--- src/rtl/food_placer_pkg.sv ---
// Shared constants and FSM encoding for the food placement block.
// Origins follow the VGA timing: sync width plus back porch on each axis.
package food_placer_pkg;

    localparam int unsigned H_SYNC_CYC  = 96;
    localparam int unsigned H_SYNC_BACK = 48;
    localparam int unsigned V_SYNC_CYC  = 2;
    localparam int unsigned V_SYNC_BACK = 33;

    localparam int unsigned H_ORIGIN   = H_SYNC_CYC + H_SYNC_BACK;
    localparam int unsigned V_ORIGIN   = V_SYNC_CYC + V_SYNC_BACK;
    localparam int unsigned CELL_SHIFT = 3;
    localparam int unsigned GRID_W     = 80;
    localparam int unsigned GRID_H     = 60;
    localparam int unsigned MAX_RETRY  = 15;

    typedef enum logic [1:0] {
        StIdle,
        StSample,
        StScan,
        StCommit
    } state_t;

endpackage

--- src/rtl/food_placer_cell_quantizer.sv ---
// Clamps one raw VGA-timing coordinate to the playfield and converts it to a cell index.
module food_placer_cell_quantizer #(
    parameter int unsigned CELL_SHIFT = 3,
    parameter int unsigned ORIGIN     = 144,
    parameter int unsigned NUM_CELLS  = 80,
    parameter int unsigned CELL_W     = 7
) (
    input  logic [9:0]        i_coord,
    output logic [CELL_W-1:0] o_cell
);

    localparam logic signed [10:0] ORIGIN_S  = 11'(ORIGIN);
    localparam logic signed [10:0] SPAN_S    = 11'(NUM_CELLS << CELL_SHIFT);
    localparam logic [CELL_W-1:0]  LAST_CELL = CELL_W'(NUM_CELLS - 1);

    logic signed [10:0] w_rel;

    assign w_rel = $signed({1'b0, i_coord}) - ORIGIN_S;

    // The generator overshoots the active area by a few pixels on every side.
    always_comb begin
        o_cell = '0;
        if (w_rel[10]) begin
            o_cell = '0;
        end else if (w_rel >= SPAN_S) begin
            o_cell = LAST_CELL;
        end else begin
            o_cell = CELL_W'($unsigned(w_rel) >> CELL_SHIFT);
        end
    end

endmodule

--- src/rtl/food_placer.sv ---
// Picks a food cell from the generator's candidate, rejecting cells the snake occupies,
// and falls back to a raster walk once random retries are exhausted.
module food_placer #(
    parameter int unsigned CELL_SHIFT = food_placer_pkg::CELL_SHIFT,
    parameter int unsigned GRID_W     = food_placer_pkg::GRID_W,
    parameter int unsigned GRID_H     = food_placer_pkg::GRID_H,
    parameter int unsigned H_ORIGIN   = food_placer_pkg::H_ORIGIN,
    parameter int unsigned V_ORIGIN   = food_placer_pkg::V_ORIGIN,
    parameter int unsigned MAX_RETRY  = food_placer_pkg::MAX_RETRY
) (
    input  logic       i_clk,
    input  logic       i_rst,
    input  logic [9:0] i_cand_x,
    input  logic [9:0] i_cand_y,
    input  logic       i_place_req,
    input  logic [6:0] i_snake_len,
    output logic [5:0] o_seg_addr,
    input  logic [6:0] i_seg_cx,
    input  logic [5:0] i_seg_cy,
    output logic [6:0] o_food_cx,
    output logic [5:0] o_food_cy,
    output logic [9:0] o_food_px,
    output logic [9:0] o_food_py,
    output logic       o_food_valid,
    output logic       o_busy,
    output logic       o_place_done
);

    import food_placer_pkg::*;

    localparam logic [3:0] RETRY_LIM = 4'(MAX_RETRY);
    localparam logic [6:0] CX_LAST   = 7'(GRID_W - 1);
    localparam logic [5:0] CY_LAST   = 6'(GRID_H - 1);
    localparam logic [9:0] H_ORG     = 10'(H_ORIGIN);
    localparam logic [9:0] V_ORG     = 10'(V_ORIGIN);

    state_t     r_state;
    logic [3:0] r_retry_cnt;
    logic [6:0] r_cand_cx;
    logic [5:0] r_cand_cy;
    logic [6:0] r_len;
    logic [6:0] r_idx;
    logic [5:0] r_seg_addr;
    logic       r_cmp_v;
    logic       r_cmp_last;
    logic [6:0] r_food_cx;
    logic [5:0] r_food_cy;
    logic [9:0] r_food_px;
    logic [9:0] r_food_py;
    logic       r_food_valid;
    logic       r_busy;
    logic       r_place_done;

    logic [6:0] w_qx;
    logic [5:0] w_qy;
    logic       w_hit;

    food_placer_cell_quantizer #(
        .CELL_SHIFT(CELL_SHIFT),
        .ORIGIN    (H_ORIGIN),
        .NUM_CELLS (GRID_W),
        .CELL_W    (7)
    ) u_quant_x (
        .i_coord(i_cand_x),
        .o_cell (w_qx)
    );

    food_placer_cell_quantizer #(
        .CELL_SHIFT(CELL_SHIFT),
        .ORIGIN    (V_ORIGIN),
        .NUM_CELLS (GRID_H),
        .CELL_W    (6)
    ) u_quant_y (
        .i_coord(i_cand_y),
        .o_cell (w_qy)
    );

    assign w_hit = (i_seg_cx == r_cand_cx) && (i_seg_cy == r_cand_cy);

    always_ff @(posedge i_clk) begin
        if (i_rst) begin
            r_state      <= StIdle;
            r_retry_cnt  <= '0;
            r_cand_cx    <= '0;
            r_cand_cy    <= '0;
            r_len        <= '0;
            r_idx        <= '0;
            r_seg_addr   <= '0;
            r_cmp_v      <= 1'b0;
            r_cmp_last   <= 1'b0;
            r_food_cx    <= '0;
            r_food_cy    <= '0;
            r_food_px    <= '0;
            r_food_py    <= '0;
            r_food_valid <= 1'b0;
            r_busy       <= 1'b0;
            r_place_done <= 1'b0;
        end else begin
            r_place_done <= 1'b0;
            case (r_state)
                StIdle: begin
                    if (i_place_req) begin
                        r_state      <= StSample;
                        r_busy       <= 1'b1;
                        r_food_valid <= 1'b0;
                        r_retry_cnt  <= '0;
                    end
                end
                StSample: begin
                    if (r_retry_cnt < RETRY_LIM) begin
                        r_cand_cx <= w_qx;
                        r_cand_cy <= w_qy;
                    end else if (r_cand_cx == CX_LAST) begin
                        r_cand_cx <= '0;
                        r_cand_cy <= (r_cand_cy == CY_LAST) ? '0 : r_cand_cy + 6'd1;
                    end else begin
                        r_cand_cx <= r_cand_cx + 7'd1;
                    end
                    r_seg_addr <= '0;
                    r_idx      <= '0;
                    r_cmp_v    <= 1'b0;
                    r_cmp_last <= 1'b0;
                    r_len      <= i_snake_len;
                    r_state    <= (i_snake_len == 7'd0) ? StCommit : StScan;
                end
                StScan: begin
                    // Body memory answers one cycle late; the flags travel with the read.
                    r_idx      <= r_idx + 7'd1;
                    r_seg_addr <= 6'(r_idx + 7'd1);
                    r_cmp_v    <= (r_idx < r_len);
                    r_cmp_last <= (r_idx == r_len - 7'd1);
                    if (r_cmp_v && w_hit) begin
                        r_state <= StSample;
                        if (r_retry_cnt != 4'hF) begin
                            r_retry_cnt <= r_retry_cnt + 4'd1;
                        end
                    end else if (r_cmp_v && r_cmp_last) begin
                        r_state <= StCommit;
                    end
                end
                StCommit: begin
                    r_food_cx    <= r_cand_cx;
                    r_food_cy    <= r_cand_cy;
                    r_food_px    <= H_ORG + (10'(r_cand_cx) << CELL_SHIFT);
                    r_food_py    <= V_ORG + (10'(r_cand_cy) << CELL_SHIFT);
                    r_food_valid <= 1'b1;
                    r_place_done <= 1'b1;
                    r_busy       <= 1'b0;
                    r_state      <= StIdle;
                end
                default: r_state <= StIdle;
            endcase
        end
    end

    assign o_seg_addr   = r_seg_addr;
    assign o_food_cx    = r_food_cx;
    assign o_food_cy    = r_food_cy;
    assign o_food_px    = r_food_px;
    assign o_food_py    = r_food_py;
    assign o_food_valid = r_food_valid;
    assign o_busy       = r_busy;
    assign o_place_done = r_place_done;

endmodule

--- config.mk ---
export PLATFORM = sky130hd
export DESIGN_NAME = food_placer
export DESIGN_NICKNAME = d
export VERILOG_FILES = /design/src/rtl/food_placer_pkg.sv /design/src/rtl/food_placer_cell_quantizer.sv /design/src/rtl/food_placer.sv
export SDC_FILE = /design/constraint.sdc
export NUM_CORES = 1
export LEC_CHECK = 0
export ABC_AREA = 1
export CORE_AREA = 3 3 108 110
export CTS_CLUSTER_SIZE = 24
export DETAILED_ROUTE_END_ITERATION = 12
export DIE_AREA = 0 0 111 113
export PLACE_DENSITY_LB_ADDON = 0.08
export SETUP_SLACK_MARGIN = 0.5
export SYNTH_ARGS = -nofsm -noshare
export SYNTH_HDL_FRONTEND = slang
export SYNTH_SLANG_ARGS = --single-unit
--- constraint.sdc ---
create_clock -name i_clk -period 4.01 [get_ports i_clk]
set_input_delay 0.802 -clock i_clk [delete_from_list [all_inputs] [get_ports i_clk]]
set_output_delay 0.802 -clock i_clk [all_outputs]
set_load 0.01 [all_outputs]
# Word-level counts from Yosys, hierarchy flattened
# Index checks and enable logic that the tools add are counted.
# classes
n_addsub	9
order_cmp	4
eq_ne	13
mux	27
n_reduce_logical	13
# op_table
cell	count
6-bit 2-to-1 mux	5
7-bit 2-to-1 mux	4
7-bit by 1-bit adder with 7-bit output (second input constant)	2
7-bit == test	2
7-bit one-hot mux with 2 select lines	1
4-bit 2-to-1 mux	3
6-bit one-hot mux with 2 select lines	1
11-bit by 10-bit greater-or-equal comparator with 1-bit output (second input constant)	1
11-bit greater-or-equal comparator (second input constant)	1
10-bit by 6-bit subtractor with 11-bit output (second input constant)	1
10-bit by 8-bit subtractor with 11-bit output (second input constant)	1
6-bit by 9-bit adder with 10-bit output (first input constant)	1
8-bit by 10-bit adder with 10-bit output (first input constant)	1
1-bit one-hot mux with 2 select lines	4
2-bit one-hot mux with 4 select lines	1
4-bit one-hot mux with 2 select lines	1
2-bit nonzero test	4
7-bit == test (second input constant)	1
7-bit zero test	1
7-bit less-than comparator	1
7-bit by 1-bit subtractor with 7-bit output (second input constant)	1
6-bit by 1-bit adder with 6-bit output (second input constant)	1
6-bit == test	1
6-bit == test (second input constant)	1
13 further kinds	25
# word_totals
reg_bits	77
out_inout_bits	42
word_cells	82

# Depth between registers and ports, before layout
# depth
depth_word	5
depth_mapped	13
mapped_depth_nobuf	13

# Cells and area by module
# From an unflattened synthesis, not the netlist that was laid out.
# hier_totals
cells_unflattened	580
hier_area_um2	3945.0
# modules_own_cells
module	n_inst	cells_per_inst	area_each_um2
food_placer	1	504	3574.7
food_placer_cell_quantizer (u_quant_y)	1	41	197.7
food_placer_cell_quantizer (u_quant_x)	1	35	172.7

# Worst setup path before layout
# No wires, ideal clock.
# synth_path
path_kind	in2reg
startpoint	in i_cand_y[2]
endpoint	reg r_cand_cy[1]
arrival_time_ps	1735
required_ps	3888
slack_ps	2154
stages	9
path_cell_list	nor2_1 nand2_1 nand2_1 nand3_1 or2_2 nand2_1 inv_1 o21ai_0 a21oi_1
# synth_between
elab_chain_cells	5
# synth_lines
element	line_no	text
from (decl)	food_placer.sv:14	input logic [9:0] i_cand_y,
10-bit by 6-bit subtractor with 11-bit output (*)	food_placer_cell_quantizer.sv:18	assign w_rel = $signed({1'b0, i_coord}) - ORIGIN_S;
11-bit by 10-bit greater-or-equal comparator with 1-bit output	food_placer_cell_quantizer.sv:25	end else if (w_rel >= SPAN_S) begin
6-bit 2-to-1 mux	food_placer_cell_quantizer.sv:25	
6-bit 2-to-1 mux (*)	food_placer_cell_quantizer.sv:23	if (w_rel[10]) begin
6-bit 2-to-1 mux (*)	food_placer.sv:110	if (r_retry_cnt < RETRY_LIM) begin
to (signal assigned)	food_placer.sv:112	r_cand_cy <= w_qy;
to (signal assigned)	food_placer.sv:115	r_cand_cy <= (r_cand_cy == CY_LAST) ? '0 : r_cand_cy + 6'd1;
to (decl)	food_placer.sv:40	logic [5:0] r_cand_cy;
# Mark *: on every way between the ends. The rest lies on a longest branch, timed or not.
# A chain may end at the register's enable or synchronous reset.

==> impl_metrics.tcl <==
set metrics [dict create \
    yosysMostFrequentCell "nand2_1" \
    ys.flop_type "dfxtp_1" \
    rows 38 \
    netlist_area_mm2 0.003751 \
    r2r_end "r_cand_cy[5]$_SDFFE_PP0P_" \
    initial_core_util 0.3476 \
    synthArstFlopShare 0 \
    synth_warnings 0 \
    hold_path.class "register to register" \
    hold_viol 0 \
    avgSynthCellArea_um2 7.025 \
    cp_cell_sequence "clkdlybuf4s50_1" \
    grt_pass1_vias 3432 \
    die_w_um 111 \
    p_leak_nw 1.989 \
    holdPathStages 2 \
    crit_path_top_delay_cell "clkdlybuf4s50_1" \
    reg2reg_slack_ns 1.91 \
    grt_max_degree 38 \
    n_fill_cell 1119 \
    synth_area_leaders "dfxtp_1 34%, nand2_1 9.6%, a21oi_1 8.8%" \
    cts.clk_slew.worst_paths_ns 0.07 \
    area_growth_pct 26.42 \
    rsz0062_at_grt "no" \
    wl_per_cell_um 13.02 \
    clock_skew_ns 0.004978 \
    synth-seq-cells 63 \
    gp_congestion 0.7930 \
    grt_first_pass_wirelength_um 16220 \
    cts_inserted_buffers 9 \
    fin_crit_ns 2.166 \
    min_to "o_busy$_SDFFE_PP0P_" \
    die_h_um 113 \
    cp_top_family "buffers and inverters" \
    clk_latency_ns 0.34 \
    cp.arrival_ns 1.36 \
    netlist_instances 534 \
    drc 0 \
    fin_nets 658 \
    start_kind "register" \
    ios 85 \
    ctsHtreeMaxLevel 3 \
    coreArea_mm2 0.01079 \
    yosys.area.top_type_share 0.3362 \
    yosysUniqueCellTypes 39 \
    r2r-start "r_state[1]$_SDFFE_PP0P_" \
    vdd.ir_drop.worst_uv 185.5 \
    cts_root_buffer "clkbuf_8" \
    cp_max_fo 6 \
    ant_nets 0 \
    synth_common_cells "96 x nand2_1, 66 x a21oi_1, 63 x dfxtp_1" \
    cp_slowest_stage_delay_ns 0.58 \
    portBuffers 77 \
    dpl_worst_slack_ns 1.503 \
    setup_viol 0 \
    routed_via_density 4.754 \
    cp.required_ns 3.21 \
    synth-seq-area-share 0.3362 \
    cts_tree "done" \
    criticalPathCategory "register to output pin" \
    hold_start "o_busy$_SDFFE_PP0P_" \
    end_kind "output pin" \
    synth_top_area_cell "dfxtp_1" \
    r2r_cells 7 \
    dr.pass1.iters 4 \
    cp.buffers_inverters 1 \
    max_freq_ghz 0.4616 \
    drive_gt1_frac 0.05500 \
    grt_usage 0.1575 \
    holdBufCountCts 0 \
    antenna_cells 0 \
    post_cts_buffers 0 \
    fin_tns_setup_ns 0 \
    fin_crit_sh 0.5403 \
    antenna_found_initial 0 \
    cts_resized 0 \
    cts_buffer_depth 2 \
    max_slew_margin 0.6146 \
    startpoint "r_idx[1]$_SDFFE_PP0P_" \
    dieArea_mm2 0.01254 \
    slew_violations 0 \
    postLayoutCoreUtil 0.4394 \
    setup_ws_ns 1.844 \
    synth_edf_count 0 \
    hpwl_um 7236 \
    tightestPinTransition_ns 0.5721 \
    status "finished, final reports clean" \
    grt-ovfl-total 0 \
    powerDensity_mw_per_mm2 450.1 \
    dr_total_vias 3518 \
    clock-sinks 63 \
    max_cap_violations 0 \
    wl_um 9633 \
    first_iter_violations 143 \
]
## final cells by class
| cell class | count | area, um2 | area share |
|---|---|---|---|
| Multi-Input combinational cell | 379 | 2068 | 0.4361 |
| Sequential cell | 63 | 1261 | 0.2660 |
| Timing Repair Buffer | 80 | 793.3 | 0.1673 |
| Inverter | 62 | 232.7 | 0.04908 |
| Tap cell | 140 | 175.2 | 0.03694 |
| Clock buffer | 9 | 123.9 | 0.02612 |
| Clock inverter | 7 | 87.58 | 0.01847 |
## report_power, final
| part | switching [mW] | leakage, nW | internal, mW |
|---|---|---|---|
| logic | 0.420 | 1.37 | 0.295 |
| clock network | 0.260 | 0.109 | 0.345 |
| registers | 0.100 | 0.513 | 0.714 |
## cell usage in the layout, fill, tap and decap left out, types with 6 or more instances in the layout
| cell | n |
|---|---|
| nand2_1 | 96 |
| dfxtp_1 | 63 |
| nand3_1 | 22 |
| inv_1 | 61 |
| clkdlybuf4s50_1 | 77 |
| a21oi_1 | 66 |
| clkbuf_8 | 9 |
| nor3b_1 | 6 |
| xnor2_1 | 7 |
| o21ai_0 | 53 |
| ha_1 | 20 |
| nor2_1 | 41 |
| xor2_1 | 20 |
| nor3_1 | 9 |
## worst register-to-register path, stage by stage (launching register included)
cell and delay, ns:
dfxtp_1 0.35, inv_1 0.11, ha_1 0.42, inv_1 0.39, nor2_4 0.33, inv_2 0.12
a21oi_1 0.16, a21oi_1 0.10
## stage by stage
| step | instances | instance area, um2 | hold slack (ns) | total power [mW] |
|---|---|---|---|---|
| after floorplan | 537 | 3762 | 0.4446 | 1.334 |
| after global placement | 724 | 4531 | 0.4516 | 1.541 |
| after detailed placement | 724 | 4531 | 0.4533 | 1.545 |
| after CTS | 740 | 4742 | 0.4646 | 2.168 |
| after global routing | 740 | 4742 | 0.4909 | 2.309 |
| final | 740 | 4742 | 0.4597 | 2.134 |
## metal layers
layer,GRT usage,wire length [um]
met2,0.2674,4606
met4,0.03366,48
met3,0.04706,535
met1,0.1988,4442
met5,0,0
## state kept, by name, indices dropped and copies added, names as in the netlist, 4 cells and up
| signal | cells |
|---|---|
| o_food_cx | 7 |
| r_cand_cy | 6 |
| r_cand_cx | 7 |
| r_retry_cnt | 4 |
| o_food_px | 6 |
| o_food_cy | 6 |
| r_len | 7 |
| r_idx | 7 |
| o_food_py | 6 |
## logic make-up after synthesis
group	Yosys count	share of synthesized area
simple gates	195	0.2318
buf+inv	95	0.1154
xor+xnor	27	0.06304
other cells	1	0.0009997
fa+ha+maj	20	0.06671
flops	63	0.3362
compound gates	133	0.1858
## how the worst max path moves through the flow
stage | end | slack, ns | cells past startpoint
after floorplan | r_cand_cy[1]$_SDFFE_PP0P_ | 2.15 | 9
after global placement | r_cand_cy[1]$_SDFFE_PP0P_ | 1.50 | 10
after CTS | o_seg_addr[1] | 1.79 | 1
after global routing | r_cand_cy[1]$_SDFFE_PP0P_ | 1.67 | 10
after detailed placement | r_cand_cy[1]$_SDFFE_PP0P_ | 1.50 | 10
final | o_seg_addr[1] | 1.84 | 1
(Power assumes the default switching activity.)
